<file path="src/rtl/mmio_irq_timer_pkg.sv">
// Shared definitions for the MMIO timer / interrupt block: register map,
// CTRL layout and reset constants.
package mmio_irq_timer_pkg;

  // Word offset within the block, taken from dataadr[4:2].
  typedef enum logic [2:0] {
    RegCount   = 3'd0,
    RegCompare = 3'd1,
    RegCtrl    = 3'd2,
    RegStatus  = 3'd3,
    RegSwirq   = 3'd4,
    RegRsvd5   = 3'd5,
    RegRsvd6   = 3'd6,
    RegRsvd7   = 3'd7
  } reg_e;

  // CTRL register: bit 0 en, bit 1 autoreload, bit 2 irq_en.
  typedef struct packed {
    logic irq_en;
    logic autoreload;
    logic en;
  } ctrl_t;

  localparam logic [31:0] CountRst   = 32'h0000_0000;
  localparam logic [31:0] CompareRst = 32'hFFFF_FFFF;
  localparam ctrl_t       CtrlRst    = '{irq_en: 1'b0, autoreload: 1'b0, en: 1'b0};
  localparam logic [7:0]  StatusRst  = 8'h00;

endpackage

</file>
<file path="src/rtl/mmio_irq_timer_pulse_gen.sv">
// One software interrupt line: a trigger starts (or restarts) a pulse that is
// visible for exactly PULSE_CYC cycles once registered by the parent.
module mmio_irq_timer_pulse_gen #(
  parameter int unsigned PULSE_CYC = 5
) (
  input  logic ph1,
  input  logic reset_b,
  input  logic trig_i,
  output logic active_o
);

  localparam int unsigned    CntW   = $clog2(PULSE_CYC + 1);
  // The trigger cycle itself counts as the first pulse cycle.
  localparam logic [CntW-1:0] Reload = CntW'(PULSE_CYC - 1);

  logic [CntW-1:0] cnt_q, cnt_d;

  // Reload on trigger, otherwise count down to zero.
  always_comb begin
    cnt_d = cnt_q;
    if (trig_i) begin
      cnt_d = Reload;
    end else if (cnt_q != '0) begin
      cnt_d = cnt_q - 1'b1;
    end
  end

  // Remaining-cycles counter.
  always_ff @(posedge ph1 or negedge reset_b) begin
    if (!reset_b) begin
      cnt_q <= '0;
    end else begin
      cnt_q <= cnt_d;
    end
  end

  // Next-cycle activity: trigger, or cycles still owed from an earlier trigger.
  assign active_o = trig_i | (cnt_q != '0);

endmodule

</file>
<file path="src/rtl/mmio_irq_timer.sv">
// Memory-mapped timer and software interrupt source on the core data bus.
// Decode, registers and timer live here; per-line pulse counters are sub-modules.
module mmio_irq_timer
  import mmio_irq_timer_pkg::*;
#(
  parameter logic [31:0] BASE_ADDR = 32'h1FFF_0000,
  parameter int unsigned TIMER_IRQ = 1,
  parameter int unsigned PULSE_CYC = 5,
  parameter int unsigned PRESCALE  = 1
) (
  input  logic        ph1,
  input  logic        reset_b,
  input  logic        memwrite,
  input  logic [31:0] dataadr,
  input  logic [31:0] writedata,
  output logic [31:0] readdata,
  output logic        sel,
  output logic [7:0]  interrupts
);

  localparam logic [31:0] PreTerm  = 32'(PRESCALE - 1);
  localparam logic [7:0]  TimerBit = 8'(1) << TIMER_IRQ;

  logic [31:0] count_q, count_d;
  logic [31:0] compare_q, compare_d;
  ctrl_t       ctrl_q, ctrl_d;
  logic [7:0]  status_q, status_d;
  logic [31:0] presc_q, presc_d;
  logic [7:0]  irq_q, irq_d;

  reg_e       reg_sel;
  logic       wr_en;
  logic       tick;
  logic       match;
  logic [7:0] status_set;
  logic [7:0] swirq_trig;
  logic [7:0] pulse_active;
  logic       unused_addr_lsbs;

  assign unused_addr_lsbs = ^dataadr[1:0];

  // Address decode: block selected on the upper 27 address bits.
  always_comb begin
    sel     = (dataadr[31:5] == BASE_ADDR[31:5]);
    reg_sel = reg_e'(dataadr[4:2]);
    wr_en   = memwrite & sel;
  end

  // Combinational load data; zero when not selected or for write-only/reserved words.
  always_comb begin
    readdata = 32'h0;
    if (sel) begin
      case (reg_sel)
        RegCount:   readdata = count_q;
        RegCompare: readdata = compare_q;
        RegCtrl:    readdata = {29'h0, ctrl_q};
        RegStatus:  readdata = {24'h0, status_q};
        default:    readdata = 32'h0;
      endcase
    end
  end

  // Timer advance and match; bus writes are applied last so they win.
  always_comb begin
    tick       = ctrl_q.en & (presc_q == PreTerm);
    match      = tick & (count_q == compare_q);
    status_set = match ? TimerBit : 8'h00;

    presc_d    = presc_q;
    count_d    = count_q;
    compare_d  = compare_q;
    ctrl_d     = ctrl_q;
    status_d   = status_q | status_set;
    swirq_trig = 8'h00;

    if (ctrl_q.en) begin
      presc_d = tick ? 32'h0 : presc_q + 32'h1;
    end

    if (match) begin
      if (ctrl_q.autoreload) begin
        count_d = 32'h0;
      end else begin
        ctrl_d.en = 1'b0;
      end
    end else if (tick) begin
      count_d = count_q + 32'h1;
    end

    if (wr_en) begin
      case (reg_sel)
        RegCount: begin
          count_d = writedata;
          presc_d = 32'h0;
        end
        RegCompare: compare_d = writedata;
        RegCtrl:    ctrl_d = ctrl_t'(writedata[2:0]);
        // Clear first, then re-apply a coincident match so the set wins.
        RegStatus:  status_d = (status_q & ~writedata[7:0]) | status_set;
        RegSwirq:   swirq_trig = writedata[7:0];
        default:    ;
      endcase
    end
  end

  // Interrupt output: enabled pending bits plus software pulses.
  always_comb begin
    irq_d = (status_q & {8{ctrl_q.irq_en}}) | pulse_active;
  end

  // Register state with asynchronous reset.
  always_ff @(posedge ph1 or negedge reset_b) begin
    if (!reset_b) begin
      count_q   <= CountRst;
      compare_q <= CompareRst;
      ctrl_q    <= CtrlRst;
      status_q  <= StatusRst;
      presc_q   <= 32'h0;
      irq_q     <= 8'h00;
    end else begin
      count_q   <= count_d;
      compare_q <= compare_d;
      ctrl_q    <= ctrl_d;
      status_q  <= status_d;
      presc_q   <= presc_d;
      irq_q     <= irq_d;
    end
  end

  assign interrupts = irq_q;

  for (genvar i = 0; i < 8; i++) begin : g_pulse
    mmio_irq_timer_pulse_gen #(
      .PULSE_CYC(PULSE_CYC)
    ) u_pulse (
      .ph1     (ph1),
      .reset_b (reset_b),
      .trig_i  (swirq_trig[i]),
      .active_o(pulse_active[i])
    );
  end

endmodule

</file>
<file path="config.mk">
export PLATFORM = sky130hd
export DESIGN_NAME = mmio_irq_timer
export DESIGN_NICKNAME = d
export VERILOG_FILES = /design/src/rtl/mmio_irq_timer_pkg.sv /design/src/rtl/mmio_irq_timer_pulse_gen.sv /design/src/rtl/mmio_irq_timer.sv
export SDC_FILE = /design/constraint.sdc
export NUM_CORES = 1
export LEC_CHECK = 0
export CORE_MARGIN = 2
export CORE_UTILIZATION = 36
export CTS_CLUSTER_DIAMETER = 80
export DETAILED_ROUTE_END_ITERATION = 7
export PLACE_DENSITY = 0.65
export SLEW_MARGIN = 20
export SYNTH_ARGS = -nofsm -noshare
export SYNTH_HDL_FRONTEND = slang
export SYNTH_SLANG_ARGS = --single-unit
</file>
<file path="constraint.sdc">
create_clock -name ph1 -period 2.8 [get_ports ph1]
set_clock_uncertainty 0.1 [all_clocks]
set_input_delay 0.56 -clock ph1 [delete_from_list [all_inputs] [get_ports ph1]]
set_output_delay 0.56 -clock ph1 [all_outputs]
set_load 0.1 [all_outputs]
</file>
* Yosys cells after proc, flatten, opt, wreduce, memory -nomap -nowiden
Index checks and enable logic that the tools add are counted.
** Cells by class
- Add/sub/neg operators :: 10
- Reduce and logical (&&, ||, !) cells :: 20
- Equality and inequality tests :: 6
- Bitwise operators :: 17
- Multiplexer cells :: 36
** Operators by type and width (count)
- $mux W32 :: 10
- $pmux W32 S4 :: 1
- $add A32 B1 Y32 const B :: 2
- $mux W3 :: 16
- $eq A32 B32 Y1 :: 1
- $logic_not A32 Y1 :: 1
- $mux W8 :: 4
- $eq A27 B24 Y1 const B :: 1
- $reduce_bool A3 Y1 :: 8
- $sub A3 B1 Y3 const B :: 8
- $and A8 B8 Y8 :: 2
- $or A8 B2 Y8 :: 2
- $reduce_bool A2 Y1 :: 8
- $not A8 Y8 :: 1
- $or A1 B1 Y1 :: 8
- $or A8 B8 Y8 :: 1
- $eq A3 B2 Y1 const B :: 2
- $mux W1 :: 4
- $reduce_and A2 Y1 :: 2
- $and A1 B1 Y1 :: 3
- $eq A3 B1 Y1 const B :: 1
- $eq A3 B3 Y1 const B :: 1
- $logic_not A3 Y1 :: 1
- $mux W2 :: 1
** Word-level totals
- Word-level logic and storage cells :: 105
- Output and inout bits :: 41
- Register bits after elaboration :: 139

* Longest topological paths before layout
- Depth after elaboration :: 7
- Mapped depth :: 10

* Modules after synthesis
From an unflattened synthesis, not the netlist that was laid out.
** Unflattened totals
- Cell total of the unflattened synthesis :: 901
- Area total of the unflattened synthesis :: 8634.5 um^2
** By module, submodules not included
- mmio_irq_timer :: area an instance 7143.1 um^2, instances 1, cells each 765
- mmio_irq_timer_pulse_gen :: area an instance 186.4 um^2, instances 8, cells each 17

* Worst setup path after synthesis
No wires, ideal clock.
- Path kind :: input-to-output
- Start :: input port dataadr[30]
- End :: output port readdata[10]
- Arrival :: 3410 ps
- Stages :: 6
- Data required time :: 2140 ps
- Path slack :: -1270 ps
- Cell sequence :: or4_4 or3_4 or3_1 clkbuf_1 clkbuf_1 nor2_1
** Between the ends
- Word-level cells in the longest chain between the ends :: 2
** Ends and longest elaborated chain
- from (decl) :: line mmio_irq_timer.sv:14 : input logic [31:0] dataadr,
- $eq A27 B24 Y1 :: line mmio_irq_timer.sv:44 : sel = (dataadr[31:5] == BASE_ADDR[31:5]);
- $mux W32 :: line mmio_irq_timer.sv:52 : if (sel) begin
- to (decl) :: line mmio_irq_timer.sv:16 : output logic [31:0] readdata,
No other way between the ends.

* Final worst setup path
- Start :: input port dataadr[31]
- End :: output port readdata[2]
Same word-level chain as after synthesis.

==> reports/metrics.cfg <==
[sta]
finalHoldViolations = 0
setup_violations = 32
timing.hold.ws_ns = 0.404
fin_ws_ns = -0.377
worst_slew_pin_slew_ns = 0.502
fmax_mhz = 315
period_share_pct = 113
finalCriticalPeriod_ns = 3.18
setup_tns_ns = -11.43
rsz0062_at_grt = true
relSlewSlack_pct = 66.2
maxSlewViolCount = 0

[drt]
post_drt_wl_per_cell_um = 17.4
vias = 7520
drc_errors = 0
drt_wl_total_um = 24400
via_per_inst = 5.36
first_pass_iters = 5
antenna_left = 0
drt_iter0_markers = 735

[logic_synthesis]
synthMostInstantiatedCell = nor2_1
synth_seq_cells = 139
ys_async_sr_fraction_pct = 100
synth.avg_cell_area_um2 = 9.34
yosys_warnings = 0
synthTopCellsByCount = nor2_1, dfrtp_1, nand2_1
synth_edf_count = 0
synth_top_area_cell = dfrtp_1
synth_area_mm2 = 0.00844
ys.flop_type = dfrtp_1
synthTopCellsByArea = dfrtp_1, dfstp_2, nor2_1
synthCells = 904
syn-num-nets = 990
ys_types = 74
synth_top_area_share_pct = 31.7
yosysSeqAreaShare_pct = 41.7

[placed_design]
port_buffers = 105
dpl_worst_slack_ns = -0.642
place_congestion = 0.964
dpl.hpwl_um = 17800
dp.cells = 1361
placed_cell_area_mm2 = 0.0110

[global_routing]
grt_max_degree = 50
antenna_found_initial = 0
grt_pass1_vias = 7425
grt_overflow = 0
grt_usage_pct = 20.5
grt_pass1_wl_um = 39600

[power]
power.leakage_uw = 0.00505
pwr_density_cell_mw_per_mm2 = 397
ir_worst_vdd_mv = 0.371

[layout]
multi_input_area_mm2 = 0.00484
fill_cells = 2137
fin_cells = 1403
antennaDiodeCount = 0
seq_area_mm2 = 0.00352
syn_to_final_growth_pct = 40.8
stdcell_area_mm2 = 0.0119
nets = 1157
drive_above_1_share_pct = 28.9

[setup_path]
cpMaxStageDelayCell = or4_4
worstPathRequired_ns = 2.14
cp-end-kind = output pin
crit_family = simple AND/OR/NAND/NOR gates
critPathMaxFanout = 7
max_stage_delay_ns = 0.52
cp_cell_sequence = buf_6 > or4_4 > or3_4 > or3_4 > buf_12 > nor2b_4 > buf_12
path_buf_inv = 3
worstSetupPathType = input pin to output pin
worst_setup_path_start_kind = input pin
crit_arrival_ns = 2.52

[floorplanning]
rows = 56
start_util_pct = 36.3
ioPinCount = 108
coreArea_mm2 = 0.0233
die_area_mm2 = 0.0247
die_h_um = 157
die_w_um = 157

[clocking]
clk_path_buf_depth = 2
numCtsBuffers = 17
path_clk_slew_ns = 0.06
cts_sinks = 139
insertion_delay_ns = 0.42
cts_tree = built
root_buffer = clkbuf_16
h-tree-depth = 4

[min_path]
worstHoldPathType = flip-flop to flip-flop

[run_status]
violations = setup timing
status = finished with violations

[run]
max-cap-violations = 0

## repair_timing
item                                    4_1_cts  5_1_grt
cloned                                        2        1
hold endpoints to repair                      1        0
resized for setup                            32       23
pin swaps                                     8       16
hold buffers                                  1        0
buffers inserted                              8        1
endpoints found under the setup margin       36       84
## worst reg2reg max path, stage by stage (launching register included)
cell	delay, ns
dfrtp_1	0.54
and3_1	0.27
nand4_1	0.16
or3_1	0.40
or3_1	0.42
or4_1	0.44
o211a_1	0.24
## cell usage in the layout (no fill, tap or decap), types with 14 or more instances in the layout
cell type,instances
a21oi_1,40
a22oi_1,26
buf_12,43
buf_4,96
clkbuf_16,18
clkdlybuf4s50_1,47
dfrtp_1,107
dfstp_2,32
ha_1,19
inv_1,39
mux2_2,32
mux2i_1,14
nand2_1,67
nand3_1,31
nand4_1,24
nor2_1,78
nor2_4,31
nor3_1,19
nor4_1,20
o21ai_0,24
xnor2_1,26
xor2_1,42
## layer usage
layer  track usage [%]  routed length [um]  up-vias
met3              4.02                1270       40
met2              33.3               11600      219
li1                  -                   -     3596
met5                 0                   0        -
met4              6.32                 527        0
met1              27.7               11000     3665
## power by group
part           leakage (uW)  internal (uW)  total (uW)  switching, uW
clock              0.000314           1600        2460            861
combinational       0.00305            122         244            121
sequential          0.00168           2010        2010          0.267
## per-stage QoR
stage | power (uW) | util, %
finish | 4720 | 51.1
global route | 4880 | 51.1
CTS | 4750 | 50.6
detailed placement | 2290 | 47.2
global placement | 2290 | 47.2
floorplan | 2090 | -
## final cells by class
class,count,share of cell area (%)
Multi-Input combinational cell,666,40.7
Sequential cell,139,29.6
Timing Repair Buffer,208,19.7
Clock buffer,20,3.76
Tap cell,319,3.36
Clock inverter,12,1.64
Inverter,39,1.23
## cells by family after synthesis
kind of cell / after synthesis / synth area share (%)
adder cells (fa/ha/maj): 19 / 2.82
multiplexers: 49 / 6.60
flip-flops: 139 / 41.7
AND/OR/NAND/NOR: 360 / 22.0
buffers and inverters: 99 / 5.66
AO/OA/AOI/OAI: 170 / 14.2
XOR/XNOR: 68 / 7.05
## sequential cells by signal (all words and copies together) (netlist names)
name and count:
g_pulse.u_pulse.cnt_q 24, ctrl_q 3, presc_q 32, compare_q 32, interrupts 8, status_q 8
count_q 32
## final timing paths
check	from	endpoint	slack [ns]	cells after the start
worst max-delay path	dataadr[31]	readdata[2]	-0.38	7
worst min-delay path	compare_q[0]	compare_q[0]	0.40	2
worst max register to register	count_q[9]	count_q[23]	0.13	6
worst min register to register	compare_q[0]	compare_q[0]	0.40	2
max in group asynchronous	reset_b	compare_q[6]	1.27	3
min in group asynchronous	reset_b	interrupts[4]	0.56	2
(Power assumes the default switching activity.)
